--- config.mk ---
export PLATFORM = sky130hd
export DESIGN_NAME = control_unit_sequencer
export DESIGN_NICKNAME = d
export VERILOG_FILES = /design/src/rtl/control_unit_sequencer.sv
export SDC_FILE = /design/constraint.sdc
export NUM_CORES = 1
export LEC_CHECK = 0
export ABC_AREA = 1
export CORE_ASPECT_RATIO = 1.5
export CORE_MARGIN = 4
export CORE_UTILIZATION = 30
export DETAILED_ROUTE_END_ITERATION = 12
export PLACE_DENSITY_LB_ADDON = 0.2
export SYNTH_ARGS = -nofsm -noshare
export SYNTH_HDL_FRONTEND = slang
export SYNTH_SLANG_ARGS = --single-unit
--- constraint.sdc ---
create_clock -name Clock -period 2.67 [get_ports Clock]
set_input_delay 0.267 -clock Clock [delete_from_list [all_inputs] [get_ports Clock]]
set_output_delay 0.267 -clock Clock [all_outputs]
set_load 0.005 [all_outputs]
--- src/rtl/control_unit_sequencer.sv ---
// Hardwired T0..T3 controller for the ALU-system datapath: fetch, decode and execute of the 16-bit ISA.
// Optional macro CU_SINGLE_STEP_EN gates each T0 fetch on the Step input.
module control_unit_sequencer #(
   parameter logic [4:0] ALU_ADD    = 5'b10100,
   parameter logic [4:0] ALU_PASSA  = 5'b10000,
   parameter logic [1:0] ARF_PC_SEL = 2'b00,
   parameter logic [1:0] ARF_AR_SEL = 2'b10
) (
   input  logic        Clock,
   input  logic        Reset,
   input  logic [15:0] IROut,
   input  logic [3:0]  Flags,
`ifdef CU_SINGLE_STEP_EN
   input  logic        Step,
`endif
   output logic [2:0]  RF_OutASel,
   output logic [2:0]  RF_OutBSel,
   output logic [2:0]  RF_FunSel,
   output logic [3:0]  RF_RegSel,
   output logic [3:0]  RF_ScrSel,
   output logic [4:0]  ALU_FunSel,
   output logic        ALU_WF,
   output logic [1:0]  ARF_OutCSel,
   output logic [1:0]  ARF_OutDSel,
   output logic [1:0]  ARF_FunSel,
   output logic [2:0]  ARF_RegSel,
   output logic        IR_Write,
   output logic        IR_LH,
   output logic        Mem_CS,
   output logic        Mem_WR,
   output logic [1:0]  MuxASel,
   output logic [1:0]  MuxBSel,
   output logic [1:0]  MuxCSel,
   output logic        MuxDSel,
   output logic        DR_E,
   output logic [1:0]  DR_FunSel,
   output logic [2:0]  T,
   output logic        Halted,
   output logic        Illegal
);

   typedef enum logic [1:0] {S_INIT, S_FETCH, S_EXEC, S_HALT} state_t;

   localparam logic [5:0] OP_BRA = 6'h00, OP_BNE = 6'h01, OP_BEQ = 6'h02, OP_MOVL = 6'h03,
                          OP_INC = 6'h04, OP_ADD = 6'h05, OP_LD  = 6'h06, OP_ST   = 6'h07,
                          OP_HLT = 6'h3F;

   state_t      state;
   logic [1:0]  t;
   logic        step_ok;
   logic [5:0]  op;
   logic [1:0]  rx, ry;
   logic [3:0]  rx_onehot;
   logic        z_flag;
   logic        unused_flags;

   assign op           = IROut[15:10];
   assign rx           = IROut[9:8];
   assign ry           = IROut[7:6];
   assign z_flag       = Flags[3];
   assign unused_flags = ^Flags[2:0];

`ifdef CU_SINGLE_STEP_EN
   assign step_ok = Step;
`else
   assign step_ok = 1'b1;
`endif

   // Register file select is one-hot with R1 in the MSB.
   always_comb begin
      case (rx)
         2'd0:    rx_onehot = 4'b1000;
         2'd1:    rx_onehot = 4'b0100;
         2'd2:    rx_onehot = 4'b0010;
         default: rx_onehot = 4'b0001;
      endcase
   end

   always_ff @(posedge Clock or negedge Reset) begin
      if (!Reset) begin
         state <= S_INIT;
         t     <= 2'd0;
      end else begin
         case (state)
            S_INIT: begin
               state <= S_FETCH;
               t     <= 2'd0;
            end
            S_FETCH: begin
               if (t == 2'd0) begin
                  if (step_ok) t <= 2'd1;
               end else begin
                  state <= S_EXEC;
                  t     <= 2'd2;
               end
            end
            S_EXEC: begin
               if (op == OP_LD && t == 2'd2) begin
                  t <= 2'd3;
               end else if (op == OP_HLT) begin
                  state <= S_HALT;
                  t     <= 2'd0;
               end else begin
                  state <= S_FETCH;
                  t     <= 2'd0;
               end
            end
            default: t <= 2'd0;
         endcase
      end
   end

   // State resets asynchronously to INIT, so gate with Reset to keep outputs idle while it is held.
   always_comb begin
      RF_OutASel = 3'b000; RF_OutBSel = 3'b000; RF_FunSel = 3'b000;
      RF_RegSel = 4'b0000; RF_ScrSel = 4'b0000;
      ALU_FunSel = 5'b00000; ALU_WF = 1'b0;
      ARF_OutCSel = 2'b00; ARF_OutDSel = 2'b00; ARF_FunSel = 2'b00; ARF_RegSel = 3'b000;
      IR_Write = 1'b0; IR_LH = 1'b0; Mem_CS = 1'b1; Mem_WR = 1'b0;
      MuxASel = 2'b00; MuxBSel = 2'b00; MuxCSel = 2'b00; MuxDSel = 1'b0;
      DR_E = 1'b0; DR_FunSel = 2'b00;
      Illegal = 1'b0;
      if (Reset) begin
         case (state)
            S_INIT: begin
               ARF_RegSel = 3'b111; ARF_FunSel = 2'b11;
               RF_RegSel  = 4'b1111; RF_FunSel = 3'b011;
            end
            S_FETCH: begin
               if (t != 2'd0 || step_ok) begin
                  ARF_OutDSel = ARF_PC_SEL; Mem_CS = 1'b0;
                  IR_Write = 1'b1; IR_LH = (t == 2'd1);
                  ARF_RegSel = 3'b100; ARF_FunSel = 2'b01;
               end
            end
            S_EXEC: begin
               case (op)
                  OP_BRA, OP_BNE, OP_BEQ: begin
                     if (op == OP_BRA || (op == OP_BNE && !z_flag) || (op == OP_BEQ && z_flag)) begin
                        MuxBSel = 2'b11; ARF_RegSel = 3'b100; ARF_FunSel = 2'b10;
                     end
                  end
                  OP_MOVL: begin
                     MuxASel = 2'b11; RF_RegSel = rx_onehot; RF_FunSel = 3'b010;
                  end
                  OP_INC: begin
                     RF_RegSel = rx_onehot; RF_FunSel = 3'b001;
                  end
                  OP_ADD: begin
                     RF_OutASel = {1'b0, rx}; RF_OutBSel = {1'b0, ry}; MuxDSel = 1'b0;
                     ALU_FunSel = ALU_ADD; ALU_WF = 1'b1;
                     MuxASel = 2'b00; RF_RegSel = rx_onehot; RF_FunSel = 3'b010;
                  end
                  OP_LD: begin
                     if (t == 2'd2) begin
                        ARF_OutDSel = ARF_AR_SEL; Mem_CS = 1'b0;
                        DR_E = 1'b1; DR_FunSel = 2'b01;
                     end else begin
                        MuxASel = 2'b10; RF_RegSel = rx_onehot; RF_FunSel = 3'b010;
                     end
                  end
                  OP_ST: begin
                     RF_OutASel = {1'b0, rx}; MuxDSel = 1'b0; ALU_FunSel = ALU_PASSA;
                     MuxCSel = 2'b00; ARF_OutDSel = ARF_AR_SEL;
                     Mem_CS = 1'b0; Mem_WR = 1'b1;
                  end
                  OP_HLT: ;
                  default: Illegal = 1'b1;
               endcase
            end
            default: ;
         endcase
      end
   end

   assign T      = {1'b0, t};
   assign Halted = (state == S_HALT);

endmodule
======== Word-level counts from Yosys, hierarchy flattened ========
Cells that the tools add are included.
storage, ports and cells
  logic and storage cells ................. 106
  input port bits ......................... 22
  register bits ........................... 4
  output and inout port bits .............. 51
operators by class
  eq/ne operators ......................... 17
  reduce and logical (&&, ||, !) cells .... 17
  mux-type cells .......................... 70
operators by type and width
  cell                  count
  $mux W2               26
  $eq A6 B3 Y1 const B  4
  $mux W1               23
  $pmux W2 S3           3
  $pmux W2 S2           4
  $pmux W4 S2           2
  $eq A6 B2 Y1 const B  2
  $pmux W4 S3           1
  $mux W5               2
  $pmux W5 S2           1
  $mux W3               3
  $pmux W3 S3           1
  $reduce_or A9 Y1      1
  $eq A2 B2 Y1 const B  4
  $mux W4               2
  $eq A2 B1 Y1 const B  3
  $eq A6 B1 Y1 const B  1
  $eq A6 B6 Y1 const B  1
  $logic_not A2 Y1      3
  $logic_not A6 Y1      1
  $reduce_or A3 Y1      2
  $ne A2 B2 Y1 const B  2
  $pmux W1 S2           2
  $reduce_or A2 Y1      2
  other kinds (5)       8

======== Logic depth before layout (Yosys ltp) ========
  depth in word-level cells ............... 8
  gate-level depth with buffers ........... 9
  gate-level depth less buffers ........... 9

======== Worst setup path after synthesis ========
Ideal clock, no wire load.
  kind .................................... register -> output
  start ................................... register state[0]
  end ..................................... output port ARF_RegSel[2]
  arrival time ............................ 1.409 ns
  setup slack ............................. 0.994 ns
  stages on the path, launching flop included .. 7
  path buffers ............................ 0
  required time ........................... 2.403 ns
  path through ............................ dfrtp_1 -> inv_1 -> ha_1 -> nand2_4 -> nor3_2 -> nor2_1 -> a21oi_1
on the way
  cells in the longest elaborated chain, start to end .. 3
  elaborated cells on any way between the ends .. 5
  those cells by class .................... eq/ne: 2; mux: 2; reduce/logical: 1
RTL lines
  item                                  line  RTL
  start, declared                       48    state_t state;
  start signal, assigned                81    state <= S_INIT;
  start signal, assigned                86    state <= S_FETCH;
  start signal, assigned                93    state <= S_EXEC;
  $eq A2 B2 Y1 (tied with other cells)  124   case (state)
  $pmux W3 S3 *                         124
  $mux W3 *                             123   if (Reset) begin
  end, declared                         26    output logic [2:0] ARF_RegSel,
Mark *: on every way between the ends. The rest lies on a longest branch, timed or not.

======== Final worst setup path ========
  start ................................... input port IROut[10]
  end ..................................... output port RF_RegSel[2]
on the way
  cells in the longest elaborated chain, start to end .. 5
  elaborated cells on any way between the ends .. 8
  those cells by class .................... eq/ne: 4; mux: 3; reduce/logical: 1
RTL lines
  item                                          line  RTL
  start, declared                               11    input logic [15:0] IROut,
  $eq A6 B3 Y1 or $eq A6 B2 Y1 (tied branches)  137   case (op)
  $reduce_or A3 Y1 (no line)                    n/a
  $pmux W4 S2 *                                 137
  $pmux W4 S2 *                                 124
  $mux W4 *                                     123
  end, declared                                 19    output logic [3:0] RF_RegSel,
Marked as above.

==> impl_metrics.csv <==
group,metric,value,unit
run_status,status,"finished clean",
cells_and_area,diodes,0,
die,num_rows,24,
setup_path,end_kind,"output pin",
global_route,grt_antenna_before_repair,0,
detailed_routing,wl,2640,um
clock_tree,clk_pin_slew,0.04,ns
cells_and_area,multiInputGateArea,621,um^2
cells_and_area,drive_gt1_share,11.6,%
clock_tree,clk_latency,0.23,ns
die,dieArea,0.00407,mm^2
power,power_density,540,mW/mm^2
sta,max_freq,419,MHz
synthesis,syn_avg_cell_area,6.04,um^2
synthesis,ys_seq_area_share,10.8,%
cells_and_area,fin_nets,228,
clock_tree,cts_sinks,4,
cells_and_area,syn_to_final_growth,49.1,%
sta,finalSetupTns,0,ns
power,p_leak,0.000722,uW
synthesis,synth-simple-area-share,44.7,%
cells_and_area,final_common_cell,"clkdlybuf4s50_1",
synthesis,syn_inst,154,
sta,finalHoldViolCount,0,
detailed_routing,drc,0,
job,max-cap-violations,0,
clock_tree,numCtsBuffers,3,
global_route,overflow,0,
synthesis,yosys.area_share.adder,6.73,%
synthesis,synth-seq-cells,4,
sta,fin_crit_sh,89.4,%
sta,finalSetupViolCount,0,
global_route,grt_use_total,13.6,%
synthesis,synth_compound_area_share,8.08,%
die,die_w,53.5,um
setup_path,slowest_delay,0.62,ns
synthesis,synth_xor_area_share,0,%
detailed_routing,antenna_left,0,
setup_path,crit_path_end,"RF_RegSel[2]",
detailed_routing,initialDrtViolationCount,22,
detailed_routing,post_drt_via_cell_ratio,4.22,
placement,place.gp.congestion,0.800,
setup_path,critPathSlowestCell,"clkdlybuf4s50_1",
hold_path,hold_path.class,"primary input to async pin",
sta,fin_skew,0.00837,ns
die,coreArea,0.00294,mm^2
clock_tree,cts_root_buffer,"clkbuf_8",
clock_tree,cts_resized,0,
die,die_h,76.2,um
placement,io_buffers,45,
power,worst_ir_drop_vdd,0.000435,V
setup_path,reg2regPathDepth,7,
setup_path,cp_data_arrival_time,2.12,ns
detailed_routing,wl_per_cell,11.1,um
clock_tree,cts_buffer_depth,2,
synthesis,ys_warn_count,0,
sta,maxSlewViolCount,0,
detailed_routing,num_vias,1005,
die,ios,73,
synthesis,muxShareOfSynthArea,0,%
cells_and_area,regArea,100,um^2
setup_path,cp_max_fo,5,
setup_path,ff2ff_setup_slack,1.24,ns
setup_path,worstSetupStartpointType,"primary input",
die,start_util,31.6,%
synthesis,synth.distinct_cells,27,
sta,whs,0.444,ns
cells_and_area,nFillCells,324,
global_route,first_global_vias,979,
detailed_routing,first_pass_iters,4,
setup_path,cp_cell_sequence,"clkdlybuf4s50_1 -> inv_1 -> nor2_1 -> nand3_1 -> nand2_1 -> nor2_1 -> nor2_1 -> nand3_1 -> nand2_1 -> clkdlybuf4s50_1",
synthesis,synth_top_family_by_area,"simple AND/OR/NAND/NOR gates",
setup_path,regToRegStartpoint,"state[0]",
clock_tree,holdBufCountCts,0,
setup_path,cpMostUsedCell,"nor2_1",
clock_tree,cts_tree,"built",
setup_path,criticalPathCategory,"primary input to output pin",
cells_and_area,layout_common_cells,"clkdlybuf4s50_1 (45), nand2_1 (28), nor2_1 (27), inv_1 (24), conb_1 (18)",
global_route,grt_pass1_wl,4330,um
placement,hpwl,2260,um
clock_tree,h-tree-depth,1,
clock_tree,post_cts_buffers,0,
global_route,grt_max_degree,12,
setup_path,rr_endpoint,"state[1]",
synthesis,syn_area,930,um^2
sta,post-route-min-period,2.39,ns
setup_path,critical_path_required,2.40,ns
sta,rsz0062_at_grt,"no",
setup_path,startpoint,"IROut[10]",
[per-stage QoR]
stage,cells,power [uW],util [%],instance area [um^2],setup slack [ns]
6_report,238,748,47.1,1390,0.283
5_1_grt,238,820,47.1,1390,0.0992
4_1_cts,238,756,47.1,1390,0.286
3_5_place_dp,235,618,45.7,1350,0.288
3_3_place_gp,235,611,45.7,1350,0.293
2_1_floorplan,171,387,-,993,0.994
[where the power goes]
group          total (uW)  switching [uW]  internal [uW]
Sequential            108            25.0           83.0
Combinational         507             242            264
Clock                 134            36.9           96.6
[routing by layer]
metal  up-vias  GRT usage [%]  routed length (um)
met2        42           24.7                1390
met5         -              0                   0
met1       436           14.7                 996
li1        523              -                   -
met4         0           2.81                  35
met3         4           3.91                 223
[worst min path at each step]
stage	slack, ns	cells past startpoint	from	end
2_1_floorplan	-0.03	0	Reset	state[0]
3_3_place_gp	0.55	2	state[1]	state[1]
3_5_place_dp	0.58	2	state[0]	state[0]
4_1_cts	0.45	2	Reset	state[0]
5_1_grt	0.48	2	Reset	state[0]
6_report	0.44	2	Reset	state[0]
[synth_stat cells]
cell type	number	area [um^2]
buf_2	1	5.00
nor3_1	2	10.0
nor2_4	3	33.8
and3_1	1	6.26
o21ai_0	4	20.0
buf_4	22	165
ha_1	5	62.6
nor2_1	27	101
conb_1	1	3.75
nor2_2	1	6.26
nor3_2	1	10.0
o21ai_2	2	17.5
nand2_1	28	105
nand3b_4	1	20.0
inv_1	24	90.1
nand4_2	1	12.5
clkinv_2	1	5.00
dfrtp_1	4	100
o22ai_2	1	12.5
nand3_2	1	10.0
nand2_4	1	11.3
o21ai_1	1	5.00
nand3_4	1	17.5
nand2_2	1	6.26
nand3_1	13	65.1
inv_2	2	7.51
a21oi_1	4	20.0
[critical path, delay by kind of cell]
| family | cells | cell delay [ns] |
|---|---|---|
| buffers and inverters | 3 | 1.20 |
| and+or+nand+nor | 7 | 0.64 |
[cell families after synthesis]
logic type / after synthesis
AO/OA/AOI/OAI: 12
adder cells (fa/ha/maj): 5
flip-flops: 4
AND/OR/NAND/NOR: 82
other: 1
buffers and inverters: 50
[cell type report]
cell class              instances  share of cell area [%]
repair buffers                 48                    34.1
flip-flops and latches          4                    7.22
inverters                      27                    7.40
clock buffers                   3                    2.98
well taps                      39                    3.52
multi-input cells             117                    44.8
[sequential cells by signal (all words and copies together) (netlist names)]
register,cells
state,2
t,2
(Power assumes the default switching activity.)
